### src/rtl/seq_bus_cycle.sv
// Bus cycle generator: owns the T1..T4 counter and turns the sequencer's
// per-M-cycle memory request into registered nmreq/nrd/nwr/doe strobes.
module seq_bus_cycle #(
  parameter int unsigned           AW       = 16,
  parameter int unsigned           DW       = 8,
  parameter logic [AW-1:0]         RST_ADDR = '0
) (
  input  logic          clk,
  input  logic          nres,
  input  logic          hold,
  input  logic          req,
  input  logic          we,
  input  logic [AW-1:0] addr_in,
  input  logic [DW-1:0] wdata,
  output logic          ack,
  output logic [1:0]    tstate,
  output logic          mboundary,
  output logic          busy,
  output logic          nmreq,
  output logic          nrd,
  output logic          nwr,
  output logic [AW-1:0] addr,
  output logic [DW-1:0] dout,
  output logic          doe,
  input  logic [DW-1:0] din,
  output logic [DW-1:0] rdata,
  output logic          rvalid
);

  typedef enum logic [1:0] {
    BUS_IDLE  = 2'd0,
    BUS_READ  = 2'd1,
    BUS_WRITE = 2'd2
  } bus_e;

  localparam logic [1:0] T1 = 2'd0;
  localparam logic [1:0] T2 = 2'd1;
  localparam logic [1:0] T3 = 2'd2;
  localparam logic [1:0] T4 = 2'd3;

  bus_e          state_q, state_d;
  logic [1:0]    tstate_q, tstate_d;
  logic [AW-1:0] addr_q, addr_d;
  logic [DW-1:0] dout_q, dout_d;
  logic [DW-1:0] rdata_q, rdata_d;
  logic          ack_q, ack_d;
  logic          rvalid_q, rvalid_d;
  logic          busy_q, busy_d;
  logic          nmreq_q, nmreq_d;
  logic          nrd_q, nrd_d;
  logic          nwr_q, nwr_d;
  logic          doe_q, doe_d;

  always_comb begin
    state_d  = state_q;
    tstate_d = tstate_q;
    addr_d   = addr_q;
    dout_d   = dout_q;
    rdata_d  = rdata_q;
    ack_d    = ack_q;
    rvalid_d = rvalid_q;
    busy_d   = busy_q;
    nmreq_d  = nmreq_q;
    nrd_d    = nrd_q;
    nwr_d    = nwr_q;
    doe_d    = doe_q;

    if (!hold) begin
      tstate_d = tstate_q + 2'd1;

      if (tstate_q == T4) begin
        if (req) begin
          state_d = we ? BUS_WRITE : BUS_READ;
          addr_d  = addr_in;
          dout_d  = wdata;
        end else begin
          state_d = BUS_IDLE;
        end
      end

      if (state_q == BUS_READ && tstate_q == T3)
        rdata_d = din;

      // Strobes are decoded from the state being entered so every one of
      // them is a plain flop output changing on the edge into its T-state.
      busy_d   = (state_d != BUS_IDLE);
      ack_d    = (state_d != BUS_IDLE) && (tstate_d == T1);
      nmreq_d  = !((state_d != BUS_IDLE) && (tstate_d != T4));
      nrd_d    = !((state_d == BUS_READ) && (tstate_d != T4));
      nwr_d    = !((state_d == BUS_WRITE) && (tstate_d == T2 || tstate_d == T3));
      doe_d    = (state_d == BUS_WRITE) && (tstate_d != T1);
      rvalid_d = (state_d == BUS_READ) && (tstate_d == T4);
    end
  end

  always_ff @(posedge clk or negedge nres) begin
    if (!nres) begin
      state_q  <= BUS_IDLE;
      tstate_q <= T1;
      addr_q   <= RST_ADDR;
      dout_q   <= '0;
      rdata_q  <= '0;
      ack_q    <= 1'b0;
      rvalid_q <= 1'b0;
      busy_q   <= 1'b0;
      nmreq_q  <= 1'b1;
      nrd_q    <= 1'b1;
      nwr_q    <= 1'b1;
      doe_q    <= 1'b0;
    end else begin
      state_q  <= state_d;
      tstate_q <= tstate_d;
      addr_q   <= addr_d;
      dout_q   <= dout_d;
      rdata_q  <= rdata_d;
      ack_q    <= ack_d;
      rvalid_q <= rvalid_d;
      busy_q   <= busy_d;
      nmreq_q  <= nmreq_d;
      nrd_q    <= nrd_d;
      nwr_q    <= nwr_d;
      doe_q    <= doe_d;
    end
  end

  // Pulses stay latched through a hold and are masked until it releases,
  // so each is seen exactly once.
  assign ack       = ack_q & ~hold;
  assign rvalid    = rvalid_q & ~hold;
  assign mboundary = (tstate_q == T4) & ~hold;

  assign tstate = tstate_q;
  assign busy   = busy_q;
  assign nmreq  = nmreq_q;
  assign nrd    = nrd_q;
  assign nwr    = nwr_q;
  assign addr   = addr_q;
  assign dout   = dout_q;
  assign doe    = doe_q;
  assign rdata  = rdata_q;

endmodule

### config.mk
export PLATFORM = sky130hd
export DESIGN_NAME = seq_bus_cycle
export DESIGN_NICKNAME = d
export VERILOG_FILES = /design/src/rtl/seq_bus_cycle.sv
export SDC_FILE = /design/constraint.sdc
export NUM_CORES = 1
export LEC_CHECK = 0
export CORE_MARGIN = 2
export CORE_UTILIZATION = 35
export CTS_CLUSTER_SIZE = 20
export DETAILED_ROUTE_END_ITERATION = 10
export PLACE_DENSITY = 0.67
export SLEW_MARGIN = 40
export SYNTH_ARGS = -nofsm -noshare
export SYNTH_HDL_FRONTEND = slang
export SYNTH_SLANG_ARGS = --single-unit
### constraint.sdc
create_clock -name clk -period 1.9 [get_ports clk]
set_clock_uncertainty 0.15 [all_clocks]
set_input_delay 0.38 -clock clk [delete_from_list [all_inputs] [get_ports clk]]
set_output_delay 0.38 -clock clk [all_outputs]
set_load 0.01 [all_outputs]
**Word level (Yosys, flattened, before mapping)**

Index checks and enable logic that the tools add are counted.

- Add/sub/neg operators: 1
- Eq/ne operators: 9
- Multiplexer cells: 4
- Bitwise logic cells: 4
- Reduce and logical (&&, ||, !) cells: 16

Operator list:

| cell | count |
|---|---|
| $eq 2x2->1 const B | 5 |
| $mux 2 | 4 |
| $logic_and 1x1->1 | 7 |
| $eq 2x1->1 const B | 3 |
| $reduce_bool 2->1 | 2 |
| $and 1x1->1 | 3 |
| $logic_not 1->1 | 3 |
| $reduce_and 3->1 | 1 |
| $add 2x1->2 const B | 1 |
| $logic_not 2->1 | 1 |
| $ne 2x2->1 const B | 1 |
| $reduce_and 2->1 | 1 |
| $logic_or 1x1->1 | 1 |
| $not 1->1 | 1 |

- Register bits: 43
- Input port bits: 37
- Output and inout port bits: 42
- Word-level logic and storage cells: 46

**Logic depth before layout (Yosys ltp)**

- Depth in word-level cells: 7
- Gate-level depth with buffers: 6

**Worst setup path after synthesis**

Ideal clock, no wire load.

- Path kind: register to register
- Start: reg tstate_q[0] (netlist: tstate[0])
- End: reg addr_q[13] (netlist: addr[13])
- Setup time: 125 ps
- Arrival time: 1539 ps
- Setup slack: 85 ps
- Stages on the path, launching flop included: 7
- Path buffers: 1
- Cells stage by stage: dfrtp_1 ha_1 nand2b_4 clkinv_2 nand2_4 buf_6 mux2_4

- Word-level cells in the longest chain between the ends: 2

Ends and longest elaborated chain:

| what | RTL line | text |
|---|---|---|
| from (decl) | 42 | `logic [1:0] tstate_q, tstate_d;` |
| from (signal assigned) | 112 | `tstate_q <= tstate_d;` |
| $eq 2x2->1 | 71 | `if (tstate_q == T4) begin` |
| $reduce_and 3->1 (no line) | -- |  |
| to (signal assigned) | 113 | `addr_q <= addr_d;` |
| to (decl) | 43 | `logic [AW-1:0] addr_q, addr_d;` |

No other way between the ends.
A chain may end at the register's enable or synchronous reset.

**Worst setup path in the final report**

- Start: reg tstate_q[0] (netlist: tstate[0])
- End: out mboundary

- Word-level cells in the longest chain between the ends: 2

Ends and longest elaborated chain:

| what | RTL line | text |
|---|---|---|
| $eq 2x2->1 | 130 | `assign mboundary = (tstate_q == T4) & ~hold;` |
| $and 1x1->1 | 130 |  |
| to (decl) | 17 | `output logic mboundary,` |

No other way between the ends.

==> flow_metrics.env <==
export IMPL_met3_usage_pct=6.16
export IMPL_syn_inst=122
export IMPL_period_needed_ns=1.84
export IMPL_grtUsageMet1_pct=15.4
export IMPL_final_hold_viol_count=0
export IMPL_clock_sinks=43
export IMPL_crit_fanout=2
export IMPL_die_w_um=76.4
export IMPL_io_pins=79
export IMPL_final_max_slew_violation_count=0
export IMPL_nets=257
export IMPL_holdWs_ns=0.328
export IMPL_dp_hpwl_um=3100
export IMPL_critPathMaxStageDelay_ns=0.39
export IMPL_multiInputGateArea_sq_um=711
export IMPL_nFillCells=459
export IMPL_fp_dieArea_sq_mm=0.00584
export IMPL_drive_gt1_share_pct=28.9
export IMPL_place_gp_congestion=0.748
export IMPL_worstPathCellList="ha_2 > nand2b_4 > clkinv_2 > dlygate4sd2_1"
export IMPL_vias_per_cell=4.51
export IMPL_cts_tree="done"
export IMPL_synth_warnings=0
export IMPL_crit_slowest_cell="dfrtp_1"
export IMPL_drtIter0Drc=17
export IMPL_p_leak_nw=1.37
export IMPL_synth_seq_cells=43
export IMPL_hold_start="nrd$_DFFE_PN1N_"
export IMPL_yosysTopAreaCell="dfrtp_1"
export IMPL_ant_nets=0
export IMPL_final_common_cell="clkdlybuf4s50_1"
export IMPL_coreArea_sq_mm=0.00507
export IMPL_netlist_area_sq_mm=0.00184
export IMPL_track_usage_pct=14.7
export IMPL_outcome="completed"
export IMPL_synth_top_cell_area_share_pct=54.5
export IMPL_r2r_cells=6
export IMPL_initial_utilization_pct=36.2
export IMPL_die_y_um=76.4
export IMPL_grt_busiest_layer="met2"
export IMPL_p_per_area_mw_per_mm2=1450
export IMPL_crit_arrival_ns=1.31
export IMPL_synth_top_family_by_area="multiplexers"
export IMPL_wl_per_cell_um=13.8
export IMPL_grt_overflow=0
export IMPL_max_freq_mhz=542
export IMPL_worstReg2RegEnd="rdata[4]$_DFFE_PN0P_"
export IMPL_cts_max_level=2
export IMPL_syn_area_per_cell_sq_um=15.1
export IMPL_cts_buffers=5
export IMPL_synthDistinctLibCells=25
export IMPL_path_class="register to output port"
export IMPL_fp_row_count=26
export IMPL_rr_startpoint="tstate[0]$_DFFE_PN0N_"
export IMPL_crit_path_end_kind="output port"
export IMPL_seq_area_frac_synth_pct=58.8
export IMPL_synth_adder_area_share_pct=2.04
export IMPL_cp_data_required_time_ns=1.37
export IMPL_yosys_area_share_simple_pct=7.08
export IMPL_rrSetupSlack_ns=0.14
export IMPL_synthToLayoutAreaGrowth_pct=58.1
export IMPL_n_antenna_cell=0
export IMPL_finalSetupViolCount=0
export IMPL_via_count=1298
export IMPL_clockBufferDepth=2
export IMPL_fin_crit_sh_pct=97.1
export IMPL_synth_compound_area_share_pct=4.02
export IMPL_worst_setup_path_start_kind="register"
export IMPL_grt_pass1_wl_um=6760
export IMPL_gr_usage_met2_pct=26.6
export IMPL_relSlewSlack_pct=69.7
export IMPL_root_buffer="clkbuf_8"
export IMPL_ff_latch_area_sq_mm=0.00108
export IMPL_layout_common_cells="clkdlybuf4s50_1, dfrtp_1, mux2_4"
export IMPL_clk_pin_slew_ns=0.08
export IMPL_maxCapViolCount=0
export IMPL_tightest_slew_ns=0.455
export IMPL_rsz0062_at_grt="no"
export IMPL_port_buffers=78
export IMPL_min_path_type="register to register"
export IMPL_synth_xor_area_share_pct=0.954
export IMPL_detail_route_first_pass_iterations=4
export IMPL_irDropWorstVdd_mv=0.726
export IMPL_grt_max_degree=26
export IMPL_drc_errors=0
export IMPL_finalWirelength_um=3990
export IMPL_min_to="nrd$_DFFE_PN1N_"
export IMPL_muxShareOfSynthArea_pct=24.1
export IMPL_ys_top_cells_by_area="dfrtp_1, mux2_4, mux2_2"
export IMPL_clock_latency_ns=0.29
export IMPL_hold_path_cell_count=2
export IMPL_antenna_found_initial=0
export IMPL_syn_nets=162
export IMPL_power_mw=4.22
export IMPL_first_global_vias=1431
[where the power goes]
group,switching (mW),leakage [nW],internal (mW)
clock network,0.300,0.0515,0.332
logic,0.702,0.791,1.30
registers,0.236,0.528,1.35
[synth_stat cells]
cell type	n
and3b_1	1
buf_2	1
o31ai_1	1
clkinv_2	1
xnor2_1	2
mux2_2	14
nand2_4	1
nor3b_1	2
buf_6	3
mux2_4	19
nand2_1	8
clkbuf_1	1
dfrtp_1	40
nand2b_4	1
nand2b_1	4
nor2b_1	2
nor2_1	1
dfstp_2	3
a31oi_1	1
ha_1	3
inv_1	2
o31a_1	2
a21boi_0	1
o21ai_0	7
nor4bb_1	1
[through the flow]
stage | utilization (%) | instance area, sq um | setup TNS [ns] | setup slack (ns) | cells
final | 57.2 | 2900 | 0 | 0.0556 | 288
after CTS | 57.1 | 2900 | 0 | 0.0226 | 288
after global placement | 54.9 | 2790 | -5.35 | -0.280 | 278
after global routing | 57.2 | 2900 | 0 | 0.000592 | 288
after floorplan | - | 1840 | 0 | 0.0854 | 122
after detailed placement | 54.9 | 2790 | -6.43 | -0.296 | 278
[how the worst max path moves through the flow]
stage | from | endpoint | slack [ns]
2_1_floorplan | tstate[0]$_DFFE_PN0N_ | addr[13]$_DFFE_PN0P_ | 0.09
3_3_place_gp | hold | mboundary | -0.28
3_5_place_dp | hold | mboundary | -0.30
4_1_cts | hold | ack | 0.02
5_1_grt | tstate[0]$_DFFE_PN0N_ | mboundary | 0.0006
6_report | tstate[0]$_DFFE_PN0N_ | mboundary | 0.06
[cells by family (layout without fill, tap and decap cells)]
family / count (synthesis) / after routing
simple gates: 21 / 21
xor+xnor: 2 / 2
mux: 33 / 33
buf+inv: 8 / 104
flops: 43 / 43
compound gates: 12 / 12
fa+ha+maj: 3 / 3
[final cells by class]
type / count / share of cell area, %
Multi-Input combinational cell: 71 / 24.5
Clock buffer: 8 / 3.45
Inverter: 3 / 0.431
Tap cell: 70 / 3.02
Sequential cell: 43 / 37.2
Timing Repair Buffer: 93 / 31.5
[sequential cells by signal, summed over array words and instances, names as in the netlist, 2 cells and up]
name,cells
rdata,8
addr,16
dout,8
state_q,2
tstate,2
[timing repair]
action | CTS | global route
setup endpoints to repair | 7 | 10
buffers inserted | 1 | 0
hold endpoints to repair | 15 | 0
pin swaps | 0 | 1
gates resized for setup | 7 | 2
hold buffers | 1 | 0
[metal layers]
metal	vias to the layer above	part of all wire (%)	wire length (um)
met4	0	0.78	31
met1	637	37	1480
li1	605	-	-
met5	-	0	0
met2	51	53	2130
met3	5	8.7	348
[critical path, delay by kind of cell, from the launching register on]
kind	cells	cell delay, ns
flops	1	0.39
buf+inv	2	0.35
fa+ha+maj	1	0.21
simple gates	1	0.07
No activity file was read; power rests on OpenSTA's default activity.
